==> config.mk <==
export PLATFORM = sky130hd
export DESIGN_NAME = muldiv_controller
export DESIGN_NICKNAME = d
export VERILOG_FILES = /design/src/rtl/muldiv_controller_pkg.sv /design/src/rtl/muldiv_controller_step.sv /design/src/rtl/muldiv_controller.sv
export SDC_FILE = /design/constraint.sdc
export NUM_CORES = 1
export LEC_CHECK = 0
export CORE_ASPECT_RATIO = 0.8
export CORE_MARGIN = 5
export CORE_UTILIZATION = 55
export DETAILED_ROUTE_END_ITERATION = 6
export GPL_ROUTABILITY_DRIVEN = 0
export GPL_TIMING_DRIVEN = 1
export PLACE_DENSITY = 0.78
export SYNTH_ARGS = -nofsm -noshare
export SYNTH_HDL_FRONTEND = slang
export SYNTH_SLANG_ARGS = --single-unit
==> constraint.sdc <==
create_clock -name clk -period 4.2 [get_ports clk]
set_input_delay 0.42 -clock clk [delete_from_list [all_inputs] [get_ports clk]]
set_output_delay 0.42 -clock clk [all_outputs]
set_load 0.01 [all_outputs]
==> src/rtl/muldiv_controller_pkg.sv <==
// Shared multiply/divide operation and sequencer state encodings.
package global_types;

  typedef enum logic [1:0] {
    MD_MULT  = 2'd0,
    MD_MULTU = 2'd1,
    MD_DIV   = 2'd2,
    MD_DIVU  = 2'd3
  } md_op_t;

  typedef enum logic [1:0] {
    IDLE,
    RUN,
    FIXUP
  } md_state_t;

  function automatic logic md_is_div(input md_op_t op);
    return (op == MD_DIV) || (op == MD_DIVU);
  endfunction

  function automatic logic md_is_signed(input md_op_t op);
    return (op == MD_MULT) || (op == MD_DIV);
  endfunction

endpackage

==> src/rtl/muldiv_controller_step.sv <==
// One unsigned iteration: add-and-shift multiply or restoring shift-subtract divide.
module muldiv_step #(
  parameter int unsigned WIDTH = 32
) (
  input  logic             i_div,
  input  logic [WIDTH-1:0] i_upper,
  input  logic             i_lo_msb,
  input  logic             i_lo_lsb,
  input  logic [WIDTH-1:0] i_operand,
  output logic [WIDTH-1:0] o_upper,
  output logic             o_bit
);

  logic [WIDTH:0] w_sum;
  logic [WIDTH:0] w_shift;
  logic [WIDTH:0] w_diff;
  logic           w_ge;

  always_comb begin
    w_sum   = {1'b0, i_upper} + (i_lo_lsb ? {1'b0, i_operand} : '0);
    w_shift = {i_upper, i_lo_msb};
    w_diff  = w_shift - {1'b0, i_operand};
    w_ge    = ~w_diff[WIDTH];
    if (i_div) begin
      o_upper = w_ge ? w_diff[WIDTH-1:0] : w_shift[WIDTH-1:0];
      o_bit   = w_ge;
    end else begin
      // o_bit is the sum LSB that shifts into the top of the low half
      o_upper = w_sum[WIDTH:1];
      o_bit   = w_sum[0];
    end
  end

endmodule

==> src/rtl/muldiv_controller.sv <==
// Iterative MULT/MULTU/DIV/DIVU sequencer owning HI/LO; stalls the front end while busy.
import global_types::*;

module muldiv_controller #(
  parameter int unsigned WIDTH = 32
) (
  input  logic             clk,
  input  logic             reset,
  input  logic             e_start,
  input  logic [1:0]       e_op,
  input  logic [WIDTH-1:0] e_rs_val,
  input  logic [WIDTH-1:0] e_rt_val,
  input  logic             e_read_hilo,
  output logic             md_stall,
  output logic             busy,
  output logic             done,
  output logic [WIDTH-1:0] hi,
  output logic [WIDTH-1:0] lo
);

  localparam int unsigned CW = (WIDTH > 1) ? $clog2(WIDTH) : 1;

  md_state_t          r_state;
  md_op_t             r_op;
  logic               r_sign_a, r_sign_b, r_div0, r_done;
  logic [CW-1:0]      r_cnt;
  logic [WIDTH-1:0]   r_opnd, r_hi, r_lo;
  logic [2*WIDTH-1:0] r_acc;

  md_op_t             w_op;
  logic               w_div_in, w_sa, w_sb, w_is_div, w_is_signed, w_bit;
  logic [WIDTH-1:0]   w_mag_a, w_mag_b, w_upper, w_fix_hi, w_fix_lo;

  always_comb begin
    w_op        = md_op_t'(e_op);
    w_div_in    = md_is_div(w_op);
    w_sa        = md_is_signed(w_op) & e_rs_val[WIDTH-1];
    w_sb        = md_is_signed(w_op) & e_rt_val[WIDTH-1];
    w_mag_a     = w_sa ? (~e_rs_val + 1'b1) : e_rs_val;
    w_mag_b     = w_sb ? (~e_rt_val + 1'b1) : e_rt_val;
    w_is_div    = md_is_div(r_op);
    w_is_signed = md_is_signed(r_op);
  end

  muldiv_step #(.WIDTH(WIDTH)) u_step (
    .i_div     (w_is_div),
    .i_upper   (r_acc[2*WIDTH-1:WIDTH]),
    .i_lo_msb  (r_acc[WIDTH-1]),
    .i_lo_lsb  (r_acc[0]),
    .i_operand (r_opnd),
    .o_upper   (w_upper),
    .o_bit     (w_bit)
  );

  // Divide-by-zero keeps the raw all-ones quotient and latched dividend.
  always_comb begin
    w_fix_hi = r_acc[2*WIDTH-1:WIDTH];
    w_fix_lo = r_acc[WIDTH-1:0];
    if (!w_is_div) begin
      if (w_is_signed && (r_sign_a ^ r_sign_b))
        {w_fix_hi, w_fix_lo} = ~r_acc + 1'b1;
    end else if (w_is_signed && !r_div0) begin
      if (r_sign_a ^ r_sign_b) w_fix_lo = ~r_acc[WIDTH-1:0] + 1'b1;
      if (r_sign_a)            w_fix_hi = ~r_acc[2*WIDTH-1:WIDTH] + 1'b1;
    end
  end

  always_ff @(posedge clk or negedge reset) begin
    if (!reset) begin
      r_state  <= IDLE;
      r_op     <= MD_MULT;
      r_sign_a <= 1'b0;
      r_sign_b <= 1'b0;
      r_div0   <= 1'b0;
      r_done   <= 1'b0;
      r_cnt    <= '0;
      r_opnd   <= '0;
      r_acc    <= '0;
      r_hi     <= '0;
      r_lo     <= '0;
    end else begin
      r_done <= 1'b0;
      case (r_state)
        IDLE: begin
          if (e_start) begin
            r_op     <= w_op;
            r_sign_a <= w_sa;
            r_sign_b <= w_sb;
            r_div0   <= (e_rt_val == '0);
            r_opnd   <= w_div_in ? w_mag_b : w_mag_a;
            r_acc    <= {{WIDTH{1'b0}}, (w_div_in ? w_mag_a : w_mag_b)};
            r_cnt    <= CW'(WIDTH - 1);
            r_state  <= RUN;
          end
        end
        RUN: begin
          if (w_is_div)
            r_acc <= {w_upper, r_acc[WIDTH-2:0], w_bit};
          else
            r_acc <= {w_upper, w_bit, r_acc[WIDTH-1:1]};
          r_cnt <= r_cnt - CW'(1);
          if (r_cnt == '0) r_state <= FIXUP;
        end
        FIXUP: begin
          r_hi    <= w_fix_hi;
          r_lo    <= w_fix_lo;
          r_done  <= 1'b1;
          r_state <= IDLE;
        end
        default: r_state <= IDLE;
      endcase
    end
  end

  assign busy     = (r_state != IDLE);
  assign md_stall = busy & (e_read_hilo | e_start);
  assign done     = r_done;
  assign hi       = r_hi;
  assign lo       = r_lo;

endmodule

* Word level (Yosys, flattened, before mapping) *
Cells that the tools add are included.
Widths: inputs -> output; s select.

cells by class
  equal/unequal tests = 8
  muxes and demuxes = 25
  multipliers = 0
  divide/modulo/power cells = 0
  shift-type cells = 0
  reductions and logical operators = 17
  $lt $le $gt $ge = 0
  add/subtract/negate cells = 8
  bitwise logic cells = 11

operators by type and width
  kind                   number
  $mux 32                16
  $add 32x1->32 const B  4
  $not 32->32            4
  $pmux 64 s2            1
  $add 64x1->64 const B  1
  $mux 64                1
  $not 64->64            1
  $add 32x33->33         1
  $sub 33x32->33         1
  $logic_not 32->1       1
  $eq 2x2->1 const B     5
  $pmux 5 s2             1
  $logic_not 2->1        3
  $reduce_and 2->1       3
  $logic_not 5->1        1
  $mux 5                 1
  $sub 5x1->5 const B    1
  $logic_or 1x1->1       4
  $mux 2                 2
  $ne 2x2->1 const B     2
  $pmux 2 s2             1
  $reduce_bool 2->1      2
  $and 1x1->1            3
  $eq 2x1->1 const B     1
  6 further kinds        8

storage, ports and cells
  latch bits = 0
  output and inout port bits = 67
  memories = 0
  bits of input ports = 70
  word-level logic and storage cells = 80
  bits in registers = 173
  ROM bits = 0
  memory bits (writable) = 0

* Logic depth before layout (Yosys ltp) *
  depth in word-level cells = 7
  mapped depth = 14
  depth with buffers taken out = 13

* Modules after synthesis *
From an unflattened synthesis, not the netlist that was laid out.

second synthesis, totals
  cell total of the unflattened synthesis = 1898
  area, all modules = 14985.6 um^2

by module, submodules not included
  module             instances  sequential area each (um^2)  cells an instance  area each (um^2)
  muldiv_controller  1          4329.2                       1255               10651.5
  muldiv_step        1          0.0                          643                4334.2

* Worst setup path before layout *
OpenSTA, ideal clock, no wires.

  path kind = reg-to-reg
  start point = register r_acc[0]
  end point = register r_acc[59]
  setup time = 126 ps
  path buffers = 2
  cell stages (with the launch flop) = 15
  slack = 997 ps
  clock period less this slack = 3203 ps
  data arrival time = 3077 ps
  required time = 4074 ps
  path through = dfrtp_1 inv_1 clkbuf_1 nor2_1 ha_1 clkbuf_1 a2111oi_0 nor3_1 o21ai_1 a31oi_1 o21ai_1 o211ai_1 a221oi_1 xnor2_1 a221o_1

between the ends
  word-level cells in the longest chain between the ends = 4

RTL lines
  item                      RTL line                      RTL
  start: declaration        muldiv_controller.sv:28       logic [2*WIDTH-1:0] r_acc;
  start signal: assignment  muldiv_controller.sv:91       r_acc <= {{WIDTH{1'b0}}, (w_div_in ? w_mag_a : w_mag_b)};
  start signal: assignment  muldiv_controller.sv:98       r_acc <= {w_upper, r_acc[WIDTH-2:0], w_bit};
  start signal: assignment  muldiv_controller.sv:100      r_acc <= {w_upper, w_bit, r_acc[WIDTH-1:1]};
  $mux 32                   muldiv_controller_step.sv:20  w_sum = {1'b0, i_upper} + (i_lo_lsb ? {1'b0, i_operand} : '0);
  $add 32x33->33            muldiv_controller_step.sv:20
  $mux 32                   muldiv_controller_step.sv:24  if (i_div) begin
  $pmux 64 s2               muldiv_controller.sv:83       case (r_state)

No other way between the ends.
A chain may end at the register's enable or synchronous reset.

* Worst setup path after layout *
Ends and elaborated chain as after synthesis.

==> key figures <==
Logic synthesis
  – Async set-or-reset flop fraction in the synthesized netlist: between 90% and 100%
  – Library cells used by synthesis: 83
  – Sequential cell area fraction in the yosys report: 29.7%
  – Avg Cell Area, Syn: 7.91 um2
  – Syn Nets: 1985
  – Yosys Warn Count: 0
  – Post-synth top flop: dfrtp_1
  – Synthesized flop and latch total: 173
  – Synth Instances: 1843
  – Number of enable flip-flop cells after synthesis: 0
  – Synthesized cell area: about 0.015 mm2

STA
  – Setup Viol. Count Final: 0
  – Min Hold Slack: -0.0572 ns
  – Setup tns final: 0 ns
  – RSZ-0062 raised after global routing: no
  – Final period utilization: 91.3%
  – Clk_skew: ~0.012 ns
  – Slew @ Worst Pin: 0.998 ns
  – Max Freq: 0.261 GHz
  – Final Hold Fails: 11
  – Rel. slew slack: around 33%
  – Final Critical Period: 3.84 ns
  – Setup WS post-layout: 0.365 ns
  – Slew Limit Fails: 0

CTS
  – H-tree Lvls: 4
  – CTS tree: built
  – Reg clk slew, reported paths: 0.08 ns
  – Worst-Skew Late Latency: 0.46 ns
  – Root Buffer: clkbuf_16
  – Buffer depth of the longest clock path: 2
  – Sink Count: 173
  – CTS Buf Count: 17
  – Post-CTS sizing: 0
  – Postcts setup bufs: 0
  – Hold-fix buffers, CTS: 0

Place
  – I/O Buffers: ~140
  – HPWL Detailed: 35500 um
  – Dpl cells: 2262
  – Post-Place Setup Slack: 0.326 ns
  – Area after DPL: 0.0163 mm2

Pwr
  – Clock power frac: a little under an eighth
  – Internal power: ~7.4 mW
  – Reg power frac: 21.2%
  – Psw: 7.84 mW
  – Sw Share: about 51%
  – Combinational Power Share: 67.4%
  – Pwr Density: 904 mW/mm2
  – Leakage: between 7 and 8 nW
  – Peak VDD IR: 0.000657 V
  – Tot Pwr: 15.3 mW

Finish
  – Fraction of layout cells with a size suffix above 1: 5.63%
  – Ant diodes: 0
  – Post-route design area: 0.0169 mm2
  – Area growth, synth to finish: 16.0%
  – Non-filler cells in the finished layout: between 2000 and 2500
  – Nets: 2066
  – Commonest non-fill, non-tap cell in the layout: nand2_1
  – Commonest non-fill, non-tap cells in the layout: nand2_1, o21ai_0, dfrtp_1, nor2_1, a21oi_1
  – Utilization after layout: ~65%

Critical path
  – CP Class: reg -> reg
  – Worst-path fanout max: 14
  – Worst EP required: between 4 and 5 ns
  – CP Launch Type: flip-flop
  – CP Capture Type: flip-flop
  – WP data arrival: approximately 4.2 ns

Floorplanning
  – Initial core utilization: between 50% and 60%
  – # IOs: 137
  – Die H: approximately 160 um
  – Chip width: 192 um
  – Core Area: about 0.026 mm2
  – Row count: 53
  – Die Area: 0.0299 mm2

Route
  – Drc violations: 4
  – Via count: 14678
  – Vias per inst: 6.40
  – WL final: 47200 um
  – DRT antenna net count: 0
  – WL/cell: 20.6 um
  – DR pass1 iterations: 7
  – DRT iter0 DRCs: between 1500 and 2000

GRT
  – Total gr overflow: 0
  – Initial antenna violation count: 0
  – GRT Util Overall: 31.2%
  – Largest net degree at the start of global routing: 100
  – First-pass GRT wire length: roughly 74000 um
  – Number of global-route vias before repair: between 10000 and 15000

Worst hold path
  – Worst min path class: in -> async

Run
  – Maxcap violations: 0

Outcome
  – Violated checks: design-rule violations, negative hold slack
  – Status: complete, but fails checks
-- state kept, by name, summed over array words and instances (netlist names) --
name	flops
r_cnt	5
r_acc	64
r_op	2
r_state	2
r_sign_b	1
r_div0	1
done	1
r_opnd	32
hi	32
lo	32
r_sign_a	1
-- per-layer routing --
layer | up-vias | wire (um) | global-route usage (%)
met2 | 790 | 19500 | 45.1
met4 | 0 | 1480 | 10.6
met1 | 6931 | 20100 | 44.8
li1 | 6835 | - | -
met3 | 122 | 6040 | 9.22
met5 | - | 0 | 0
-- Yosys cell counts (all sizes together), types with 15 or more instances --
library cell / n / area share [%]
a21oi: 148 / 5.1
nand2: 198 / 5.1
nand3: 28 / 1.0
o211ai: 37 / 1.9
nor2b: 17 / 0.73
a211oi: 50 / 2.6
a21o: 37 / 1.9
nor3: 38 / 1.5
mux2i: 44 / 3.0
xnor2: 81 / 4.9
inv: 60 / 1.5
dfrtp: 173 / 30
or3: 15 / 0.68
xor2: 86 / 5.2
o31ai: 25 / 1.3
ha: 70 / 6.0
nor4: 25 / 1.3
a31oi: 23 / 0.99
nand2b: 20 / 0.86
o21ai: 201 / 6.9
clkbuf: 96 / 2.5
nor2: 170 / 4.4
and2: 19 / 0.82
buf: 18 / 0.57
-- area by class of cell --
class	count	area [um2]
clock buffer	18	439
multi-input combinational	1495	9590
tap	357	447
timing repair buffer	176	1670
sequential	173	4330
inverter	61	229
clock inverter	14	199
fill	2276	9290
-- critical path, stage by stage (launching register included) --
cell	delay, ns
dfrtp_1	0.47
inv_1	0.40
nor2_1	0.12
ha_1	0.35
nor2b_1	0.18
o31a_1	0.28
o21ai_1	0.29
a31oi_1	0.20
o21ai_1	0.38
o211ai_1	0.23
a221oi_1	0.39
xnor2_1	0.14
a221o_1	0.30
-- logic make-up after synthesis --
family                     synth area share [%]
AOI/OAI and AO/OA                          26.6
xor gates and xnor gates                   10.0
adders and majority gates                  6.29
buffers and inverters                      4.61
DFF                                        29.7
muxes                                      3.25
and+or+nand+nor                            19.5
-- worst paths after layout --
check | to | slack, ns | cells after the start | startpoint
min | r_acc[20] | -0.06 | 1 | reset
max | r_acc[59] | 0.36 | 12 | r_acc[0]
min in group clk | hi[16] | 0.48 | 2 | hi[16]
max reg2reg | r_acc[59] | 0.36 | 12 | r_acc[0]
max in group asynchronous | lo[3] | 3.20 | 2 | reset
min reg2reg | hi[16] | 0.48 | 2 | hi[16]
-- power groups by stage --
stage	Clock, mW	Combinational, mW	Sequential [mW]
3_3_place_gp	0	9.72	3.17
3_5_place_dp	0	9.97	3.20
4_1_cts	1.75	10.0	3.18
2_1_floorplan	0	7.39	2.85
6_report	1.74	10.3	3.25
5_1_grt	1.81	11.2	3.30
Power figures use the tool's default switching activity.
